### config.mk
export PLATFORM = sky130hd
export DESIGN_NAME = fetch_unit
export DESIGN_NICKNAME = d
export VERILOG_FILES = /design/src/rtl/fetch_unit.sv
export SDC_FILE = /design/constraint.sdc
export NUM_CORES = 1
export LEC_CHECK = 0
export CAP_MARGIN = 20
export CORE_MARGIN = 2
export CORE_UTILIZATION = 40
export CTS_CLUSTER_DIAMETER = 30
export CTS_CLUSTER_SIZE = 16
export DETAILED_ROUTE_END_ITERATION = 8
export PLACE_DENSITY = 0.72
export SKIP_LAST_GASP = 1
export SLEW_MARGIN = 25
export SYNTH_ARGS = -nofsm -noshare
export SYNTH_HDL_FRONTEND = slang
export SYNTH_SLANG_ARGS = --single-unit
### constraint.sdc
create_clock -name clk -period 2 [get_ports clk]
set_input_delay 0.4 -clock clk [delete_from_list [all_inputs] [get_ports clk]]
set_output_delay 0.4 -clock clk [all_outputs]
set_load 0.02 [all_outputs]
### src/rtl/fetch_unit.sv
// fetch_unit: instruction-fetch stage. Keeps the fetch PC, issues one word
// read at a time to instruction memory over a req/ack handshake, buffers the
// returned words in a small FIFO and feeds decode through registered
// insn/pc/valid_insn outputs. Honours decode stall and execute redirect.
module fetch_unit #(
    parameter logic [31:0] RESET_PC  = 32'h8002_0000,
    parameter int          BUF_DEPTH = 2
) (
    input  logic        clk,
    input  logic        rst_b,
    output logic        imem_req,
    output logic [31:0] imem_addr,
    input  logic        imem_ack,
    input  logic [31:0] imem_data,
    input  logic        stall,
    input  logic        redirect,
    input  logic [31:0] redirect_pc,
    output logic [31:0] insn,
    output logic [31:0] pc,
    output logic        valid_insn
);

    localparam int PTR_W = (BUF_DEPTH > 1) ? $clog2(BUF_DEPTH) : 1;
    localparam int CNT_W = $clog2(BUF_DEPTH + 1);
    localparam logic [CNT_W-1:0] DEPTH_C  = CNT_W'(BUF_DEPTH);
    localparam logic [PTR_W-1:0] LAST_PTR = PTR_W'(BUF_DEPTH - 1);

    typedef enum logic [1:0] {
        FETCH = 2'd0,
        FULL  = 2'd1,
        DRAIN = 2'd2
    } state_e;

    state_e           state_q, state_d;
    logic [31:0]      fetch_pc_q, fetch_pc_d;
    logic [31:0]      target_q, target_d;
    logic [CNT_W-1:0] count_q, count_d;
    logic [PTR_W-1:0] rd_ptr_q, rd_ptr_d;
    logic [PTR_W-1:0] wr_ptr_q, wr_ptr_d;
    logic [31:0]      buf_insn_q [BUF_DEPTH];
    logic [31:0]      buf_insn_d [BUF_DEPTH];
    logic [31:0]      buf_pc_q   [BUF_DEPTH];
    logic [31:0]      buf_pc_d   [BUF_DEPTH];
    logic             imem_req_q, imem_req_d;
    logic [31:0]      imem_addr_q, imem_addr_d;
    logic [31:0]      insn_q, insn_d;
    logic [31:0]      pc_q, pc_d;
    logic             valid_q, valid_d;

    logic             ack_s;
    logic             push_s;
    logic             pop_s;
    logic             has_room_s;
    logic [31:0]      redir_target_s;

    // Circular-buffer pointer advance that also works for non-power-of-two depths.
    function automatic logic [PTR_W-1:0] ptr_inc(input logic [PTR_W-1:0] p);
        if (p == LAST_PTR) begin
            ptr_inc = {PTR_W{1'b0}};
        end else begin
            ptr_inc = p + PTR_W'(1'b1);
        end
    endfunction

    // Handshake and FIFO strobes; an ack only counts while a request is up.
    always_comb begin
        ack_s          = imem_ack & imem_req_q;
        redir_target_s = redirect_pc & ~32'd3;
        push_s         = (!redirect) && (state_q == FETCH) && ack_s;
        pop_s          = (!redirect) && (!stall) && (count_q != {CNT_W{1'b0}});
    end

    // Instruction buffer: push at the tail, pop at the head, flush on redirect.
    always_comb begin
        buf_insn_d = buf_insn_q;
        buf_pc_d   = buf_pc_q;
        rd_ptr_d   = rd_ptr_q;
        wr_ptr_d   = wr_ptr_q;
        count_d    = count_q;
        if (redirect) begin
            rd_ptr_d = {PTR_W{1'b0}};
            wr_ptr_d = {PTR_W{1'b0}};
            count_d  = {CNT_W{1'b0}};
        end else begin
            if (push_s) begin
                buf_insn_d[wr_ptr_q] = imem_data;
                buf_pc_d[wr_ptr_q]   = fetch_pc_q;
                wr_ptr_d             = ptr_inc(wr_ptr_q);
            end else begin
                wr_ptr_d = wr_ptr_q;
            end
            if (pop_s) begin
                rd_ptr_d = ptr_inc(rd_ptr_q);
            end else begin
                rd_ptr_d = rd_ptr_q;
            end
            count_d = count_q + CNT_W'(push_s) - CNT_W'(pop_s);
        end
        has_room_s = (count_d < DEPTH_C);
    end

    // Fetch sequencing; the request outputs are derived from the next state
    // so they are registered and stable for the whole outstanding request.
    always_comb begin
        state_d    = state_q;
        fetch_pc_d = fetch_pc_q;
        target_d   = target_q;
        if (redirect) begin
            target_d = redir_target_s;
            case (state_q)
                FETCH: begin
                    // No request in flight (ack this cycle, or the idle cycle
                    // right after reset): restart directly at the target.
                    if (ack_s || !imem_req_q) begin
                        state_d    = FETCH;
                        fetch_pc_d = redir_target_s;
                    end else begin
                        state_d = DRAIN;
                    end
                end
                FULL: begin
                    state_d    = FETCH;
                    fetch_pc_d = redir_target_s;
                end
                DRAIN: begin
                    // The discarded ack closes the drain even if a newer
                    // redirect arrives in the same cycle; otherwise keep waiting.
                    if (ack_s) begin
                        state_d    = FETCH;
                        fetch_pc_d = redir_target_s;
                    end else begin
                        state_d = DRAIN;
                    end
                end
                default: begin
                    state_d    = FETCH;
                    fetch_pc_d = redir_target_s;
                end
            endcase
        end else begin
            case (state_q)
                FETCH: begin
                    if (ack_s) begin
                        fetch_pc_d = fetch_pc_q + 32'd4;
                        state_d    = has_room_s ? FETCH : FULL;
                    end else begin
                        state_d = FETCH;
                    end
                end
                FULL: begin
                    if (has_room_s) begin
                        state_d = FETCH;
                    end else begin
                        state_d = FULL;
                    end
                end
                DRAIN: begin
                    if (ack_s) begin
                        state_d    = FETCH;
                        fetch_pc_d = target_q;
                    end else begin
                        state_d = DRAIN;
                    end
                end
                default: begin
                    state_d = FETCH;
                end
            endcase
        end
        imem_req_d  = (state_d != FULL);
        imem_addr_d = fetch_pc_d;
    end

    // Decode-facing output stage: flush on redirect, hold on stall, else pop.
    always_comb begin
        insn_d  = insn_q;
        pc_d    = pc_q;
        valid_d = valid_q;
        if (redirect) begin
            valid_d = 1'b0;
        end else if (stall) begin
            valid_d = valid_q;
        end else if (pop_s) begin
            insn_d  = buf_insn_q[rd_ptr_q];
            pc_d    = buf_pc_q[rd_ptr_q];
            valid_d = 1'b1;
        end else begin
            valid_d = 1'b0;
        end
    end

    // All state and registered outputs, asynchronously cleared by rst_b.
    always_ff @(posedge clk or negedge rst_b) begin
        if (!rst_b) begin
            state_q     <= FETCH;
            fetch_pc_q  <= RESET_PC;
            target_q    <= RESET_PC;
            count_q     <= {CNT_W{1'b0}};
            rd_ptr_q    <= {PTR_W{1'b0}};
            wr_ptr_q    <= {PTR_W{1'b0}};
            buf_insn_q  <= '{default: 32'd0};
            buf_pc_q    <= '{default: 32'd0};
            imem_req_q  <= 1'b0;
            imem_addr_q <= RESET_PC;
            insn_q      <= 32'd0;
            pc_q        <= 32'd0;
            valid_q     <= 1'b0;
        end else begin
            state_q     <= state_d;
            fetch_pc_q  <= fetch_pc_d;
            target_q    <= target_d;
            count_q     <= count_d;
            rd_ptr_q    <= rd_ptr_d;
            wr_ptr_q    <= wr_ptr_d;
            buf_insn_q  <= buf_insn_d;
            buf_pc_q    <= buf_pc_d;
            imem_req_q  <= imem_req_d;
            imem_addr_q <= imem_addr_d;
            insn_q      <= insn_d;
            pc_q        <= pc_d;
            valid_q     <= valid_d;
        end
    end

    assign imem_req   = imem_req_q;
    assign imem_addr  = imem_addr_q;
    assign insn       = insn_q;
    assign pc         = pc_q;
    assign valid_insn = valid_q;

endmodule

==> impl_metrics.json, run 1 <==
{
  "status": "complete, no violations",
  "drv_slew": 0,
  "p_leak_uw": 0.006884,
  "fmax_mhz": 507.5,
  "start_util": 0.4039,
  "p_per_area_nw_per_um2": 1550,
  "finalNonFillerCells": 1594,
  "drive_gt1_frac": 0.2771,
  "power_frac_clock": 0.410,
  "period_share": 0.9852,
  "peakVddDrop_uv": 772.2,
  "fp.dieW_um": 171.0,
  "nNetsFinal": 1241,
  "grt_max_degree": 93,
  "worstPathRequired_ps": 1600,
  "drt_wl_total_mm": 27.62,
  "dpl_cell_area_um2": 13600,
  "clock_skew_ps": 18.91,
  "grt_pass1_vias": 8342,
  "crit_buf_inv": 2,
  "ios": 167,
  "clk_latency_ps": 550,
  "hold_class": "input pin to flip-flop",
  "overflow": 0,
  "p_switching_uw": 7014,
  "antenna_found_initial": 0,
  "path_clk_slew_ps": 50,
  "setup_viol": 0,
  "yosys_warnings": 0,
  "grt.total_usage": 0.1912,
  "cpPeakStageDelay_ps": 550,
  "critPathKind": "flip-flop to output port",
  "drv_cap": 0,
  "antenna_left": 0,
  "crit_fanout": 6,
  "crit_chain": "buf_4 > clkdlybuf4s15_1",
  "root_buffer": "clkbuf_16",
  "slowest_stage": "dfstp_2",
  "p_sw_frac": 0.2887,
  "hold_viol_final": 0,
  "synth_cell_types": 62,
  "cp.arrival_ps": 1570,
  "synth_cells": 937,
  "core_um2": 27630,
  "yosys_register_bits": 254,
  "drt-initial-drc-count": 549,
  "cp-start-kind": "flip-flop",
  "cp_top_family": "flip-flops",
  "rsz0062_at_grt": "true",
  "yosys.area.top_type_share": 0.5606,
  "drtPass1Iterations": 5,
  "synth-edff-count": 0,
  "diodes": 0,
  "fp-row-count": 61,
  "end_kind": "output port",
  "drcViolationCount": 0,
  "htree_num_levels": 2,
  "cts_buffers": 57,
  "viasPerCell": 5.166,
  "dp.cells": 1486,
  "relSlewSlack": 0.5913,
  "port_buffers": 160,
  "grt_pass1_wl_mm": 43.94,
  "synth_top_area_cell": "dfrtp_1",
  "vias": 8234,
  "ys.flop_type": "dfrtp_1",
  "syn_area_per_cell_um2": 11.91,
  "die_area_um2": 29250,
  "cts_tree": "built",
  "numClockSinks": 254,
  "gp_congestion": 0.8682,
  "die_y_um": 171.0,
  "period_needed_ps": 1970,
  "internal_power_uw": 17280,
  "worst-slew-pin-transition_ps": 610.8,
  "clockBufferDepth": 3,
  "hpwl_mm": 18.40,
  "post_drt_wl_per_cell_um": 17.33,
  "async_flop_share": 1.000,
  "seq_power_share": 0.339,
  "finalInstanceArea_um2": 15680,
  "synthTopCellsByArea": "dfrtp_1 56%, mux2_2 14%, mux2i_1 5.7%",
  "comb_power_share": 0.251,
  "syn_to_final_growth_pct": 40.49,
  "synthesis.area_um2": 11160,
  "yosysSeqAreaShare": 0.5700
}
## cell families after synthesis
| kind of cell | synth area share |
|---|---|
| flip-flops | 0.5700 |
| other | 0.0003360 |
| AND/OR/NAND/NOR | 0.08308 |
| adder cells (fa/ha/maj) | 0.003364 |
| buffers and inverters | 0.03734 |
| XOR/XNOR | 0.01256 |
| multiplexers | 0.1997 |
| AO/OA/AOI/OAI | 0.09362 |
## synthesized netlist by cell type, types with 4 or more instances
cell type / instances
nor3_1: 5
buf_4: 4
buf_6: 6
a31oi_1: 9
buf_2: 23
mux2i_1: 64
nor4_1: 6
a21oi_1: 18
nor2_1: 36
inv_1: 23
nand3_1: 7
nand2_1: 104
o21ai_0: 106
dfstp_2: 4
xor2_1: 9
a221oi_1: 7
nand4_1: 9
xnor2_1: 7
dfrtp_1: 250
clkbuf_1: 24
buf_1: 6
mux2_2: 138
and3_1: 6
## registers in the layout, summed over array words and instances, names as in the netlist
| name | cells |
|---|---|
| state_q | 2 |
| count_q | 2 |
| imem_req | 1 |
| wr_ptr_q | 1 |
| insn | 32 |
| rd_ptr_q | 1 |
| valid_insn | 1 |
| target_q | 30 |
| pc | 30 |
| buf_pc_q | 60 |
| buf_insn_q | 64 |
| imem_addr | 30 |
## worst min-delay path, stage by stage
cell	delay, ps
buf_2	150
buf_4	220
nor2_1	110
## power by group through the flow
stage / combinational (uW) / clock, uW / sequential [uW]
2_1_floorplan: 2660 / 0 / 8950
3_3_place_gp: 6110 / 0 / 8210
3_5_place_dp: 6250 / 0 / 8310
4_1_cts: 6170 / 10100 / 8250
5_1_grt: 6680 / 10400 / 8490
6_report: 6100 / 9960 / 8230
## area by class of cell
cell class | instances | area [um2]
clock inverters | 33 | 510.5
multi-input cells | 599 | 4425
inverters | 23 | 86.33
fillers | 2311 | 11950
repair buffers | 234 | 2240
clock buffers | 73 | 1577
flip-flops and latches | 254 | 6366
well taps | 378 | 473.0
## through the flow
step                utilization  hold WS [ps]  worst slack (ps)  power (uW)  TNS (ps)
global route             0.5674         379.2            -36.81       25540    -36.81
CTS                      0.5667         359.5            -23.74       24530    -23.74
global placement         0.4923         394.1            -334.4       14320    -32600
detailed placement       0.4923         390.3            -377.5       14570    -35600
finish                   0.5674         388.3             29.54       24300         0
floorplan                     -         104.4             4.283       11620         0
## placed cells by master (no fill, tap or decap), types with 18 or more instances in the layout
cell / n
dfrtp_1: 248
mux2_2: 138
clkdlybuf4s50_1: 122
o21ai_0: 105
nand2_1: 103
mux2i_1: 64
buf_4: 64
clkbuf_16: 57
nor2_1: 35
dlygate4sd2_1: 32
inv_1: 22
a21oi_1: 18
## per-layer routing
metal	global-route usage	part of all wire
met2	0.3047	0.46
met4	0.06374	0.019
met5	0	0
met1	0.2581	0.45
met3	0.04418	0.066
## repair_timing
item	4_1_cts	5_1_grt
pin swaps	0	2
hold endpoints to repair	57	0
hold buffers	1	0
buffers inserted	0	1
setup endpoints to repair	33	6
resized for setup	33	5
## worst paths after layout
check | from | slack, ps | endpoint | depth (start not counted)
worst max-delay path | imem_addr[17] | 30 | imem_addr[17] | 2
worst min-delay path | redirect | 390 | wr_ptr_q | 3
worst max register to register | state_q[0] | 100 | imem_req | 10
worst min register to register | insn[19] | 470 | insn[19] | 2
max in group asynchronous | rst_b | 860 | target_q[31] | 3
min in group asynchronous | rst_b | 410 | insn[6] | 2
(Power assumes the default switching activity.)
==> inputs of run 2 (changes only) <==
==> constraint.sdc (replaced) <==
create_clock -name clk -period 1.7 [get_ports clk]
set_input_delay 0.34 -clock clk [delete_from_list [all_inputs] [get_ports clk]]
set_output_delay 0.34 -clock clk [all_outputs]
set_load 0.02 [all_outputs]
==> run 2 against run 1 <==
The run now ends with setup timing left. Power up 15%. Via count grew 3.0%. Clock power rose by 6%. Wire length increased by 12%. Worst setup slack got worse by 240 ps. Clock-buffer cell count is 10 lower. Utilization up 3.3 points. Sequential power increased by 18%. Critical path depth is 7 higher. Cell count up 3.1%. Sequential share of layout area is 2.1 points lower. Die area did not move.
==> impl_metrics.json, run 2 (synthesis gave the netlist of run 1 again) <==
{
  "status": "complete, but fails checks",
  "finalInstanceArea_um2": 16580,
  "largest_reg_flops": 64,
  "largest-register": "buf_insn_q",
  "clock_skew_ps": 16.75,
  "p_leak_uw": 0.007562,
  "grt_pass1_vias": 8554,
  "drt-initial-drc-count": 556,
  "numClockSinks": 254,
  "crit_fanout": 4,
  "cts_buffers": 52,
  "fp-row-count": 61,
  "violations": "setup timing",
  "drv_slew": 0,
  "root_buffer": "clkbuf_16",
  "antenna_found_initial": 0,
  "grt_pass1_wl_mm": 47.18,
  "cts_tree": "built",
  "vias": 8480,
  "period_share": 1.123,
  "overflow": 0,
  "post-place-ws_ps": -558.6,
  "die_y_um": 171.0,
  "clk_latency_ps": 540,
  "fillers": 2203,
  "diodes": 0,
  "nNetsFinal": 1295,
  "end_kind": "flip-flop",
  "hold_class": "input pin to flip-flop",
  "crit_start": "state_q[0]",
  "start_util": 0.4039,
  "cp.arrival_ps": 2320,
  "viasPerCell": 5.158,
  "post_drt_wl_per_cell_um": 18.76,
  "grt.total_usage": 0.2074,
  "setup_viol": 132,
  "hp-start": "redirect",
  "die_area_um2": 29250,
  "ios": 167,
  "hpwl_mm": 19.36,
  "worstHoldPathCells": 3,
  "grt_use_met3": 0.04233,
  "grt_max_degree": 69,
  "busiest_layer": "met2",
  "antenna_left": 0,
  "path_clk_slew_ps": 50,
  "drive_gt1_frac": 0.3578,
  "fmax_mhz": 523.7,
  "final_cell_mix": "240 x dfrtp_1, 103 x o21ai_0, 101 x nand2_1",
  "critPathKind": "flip-flop to flip-flop",
  "worstPathRequired_ps": 2110,
  "core_um2": 27630,
  "clockBufferDepth": 3,
  "cp-start-kind": "flip-flop",
  "syn_to_final_growth_pct": 48.56,
  "met1_usage": 0.2872,
  "period_needed_ps": 1909,
  "rsz0062_at_grt": "true",
  "fp.dieW_um": 171.0,
  "dpl_cell_area_um2": 14160,
  "drtPass1Iterations": 7,
  "p_per_area_nw_per_um2": 1690,
  "reg2reg_depth": 9,
  "fin_ws_ps": -209.4,
  "layout_commonest_cell": "dfrtp_1",
  "drcViolationCount": 0,
  "port_buffers": 160,
  "timing.rr.start": "state_q[0]",
  "peakVddDrop_uv": 745.1,
  "grt_use_met2": 0.3329,
  "gp_congestion": 0.8195,
  "hold_viol_final": 0,
  "drv_cap": 0,
  "htree_num_levels": 2,
  "drt_wl_total_mm": 30.84
}
run 2: power breakdown:
group | internal, uW | leakage [uW] | switching, uW
clock | 7250 | 0.000886 | 3380
sequential | 8360 | 0.00311 | 1340
combinational | 3890 | 0.00357 | 3800
total | 19500 | 0.00756 | 8520
run 2: final timing paths:
check	end	slack (ps)
max	buf_pc_q[47]	-210
min	target_q[5]	240
max reg2reg	buf_pc_q[47]	-210
min reg2reg	insn[8]	470
max in group asynchronous	imem_addr[2]	730
min in group asynchronous	buf_insn_q[18]	310
run 2: metrics by stage:
step                std cells  hold slack, ps  setup TNS, ps  utilization  power, uW
finish                   1644           239.8         -14360       0.6000      28020
global route             1644           223.5         -21560       0.6000      29460
CTS                      1632           221.2          -9765       0.5910      28140
detailed placement       1511           292.3         -80400       0.5125      17740
global placement         1511           294.8         -74780       0.5125      17450
floorplan                 940           44.41          -6493            -      14120
run 2: critical path, stage by stage, from the launching register on:
cell and delay (ps):
dfrtp_1 380, nand3b_1 180, nand2b_4 170, nor2_4 110, inv_4 60, nor2_4 160
buf_8 140, buf_6 130, clkbuf_16 160, mux2_4 290
run 2: layout make-up:
class,instances,area [um2],area share
Sequential cell,254,6376,0.3846
Timing Repair Buffer,293,2923,0.1763
Clock inverter,34,442.9,0.02672
Inverter,23,88.84,0.005358
Tap cell,378,473.0,0.02853
Clock buffer,63,1434,0.08649
Multi-Input combinational cell,599,4841,0.2920
run 2: timing repair:
item / 4_1_cts / 5_1_grt
setup endpoints to repair: 178 / 167
cloned: 7 / 8
hold buffers: 1 / 0
resized for setup: 184 / 62
buffers inserted: 17 / 8
endpoints found under the hold margin: 38 / 0
pin swaps: 5 / 18
run 2: metal layers:
layer,wire length (um),vias up
li1,-,3924
met1,13850,4233
met2,14580,265
met3,1742,58
met4,668,0
met5,0,-
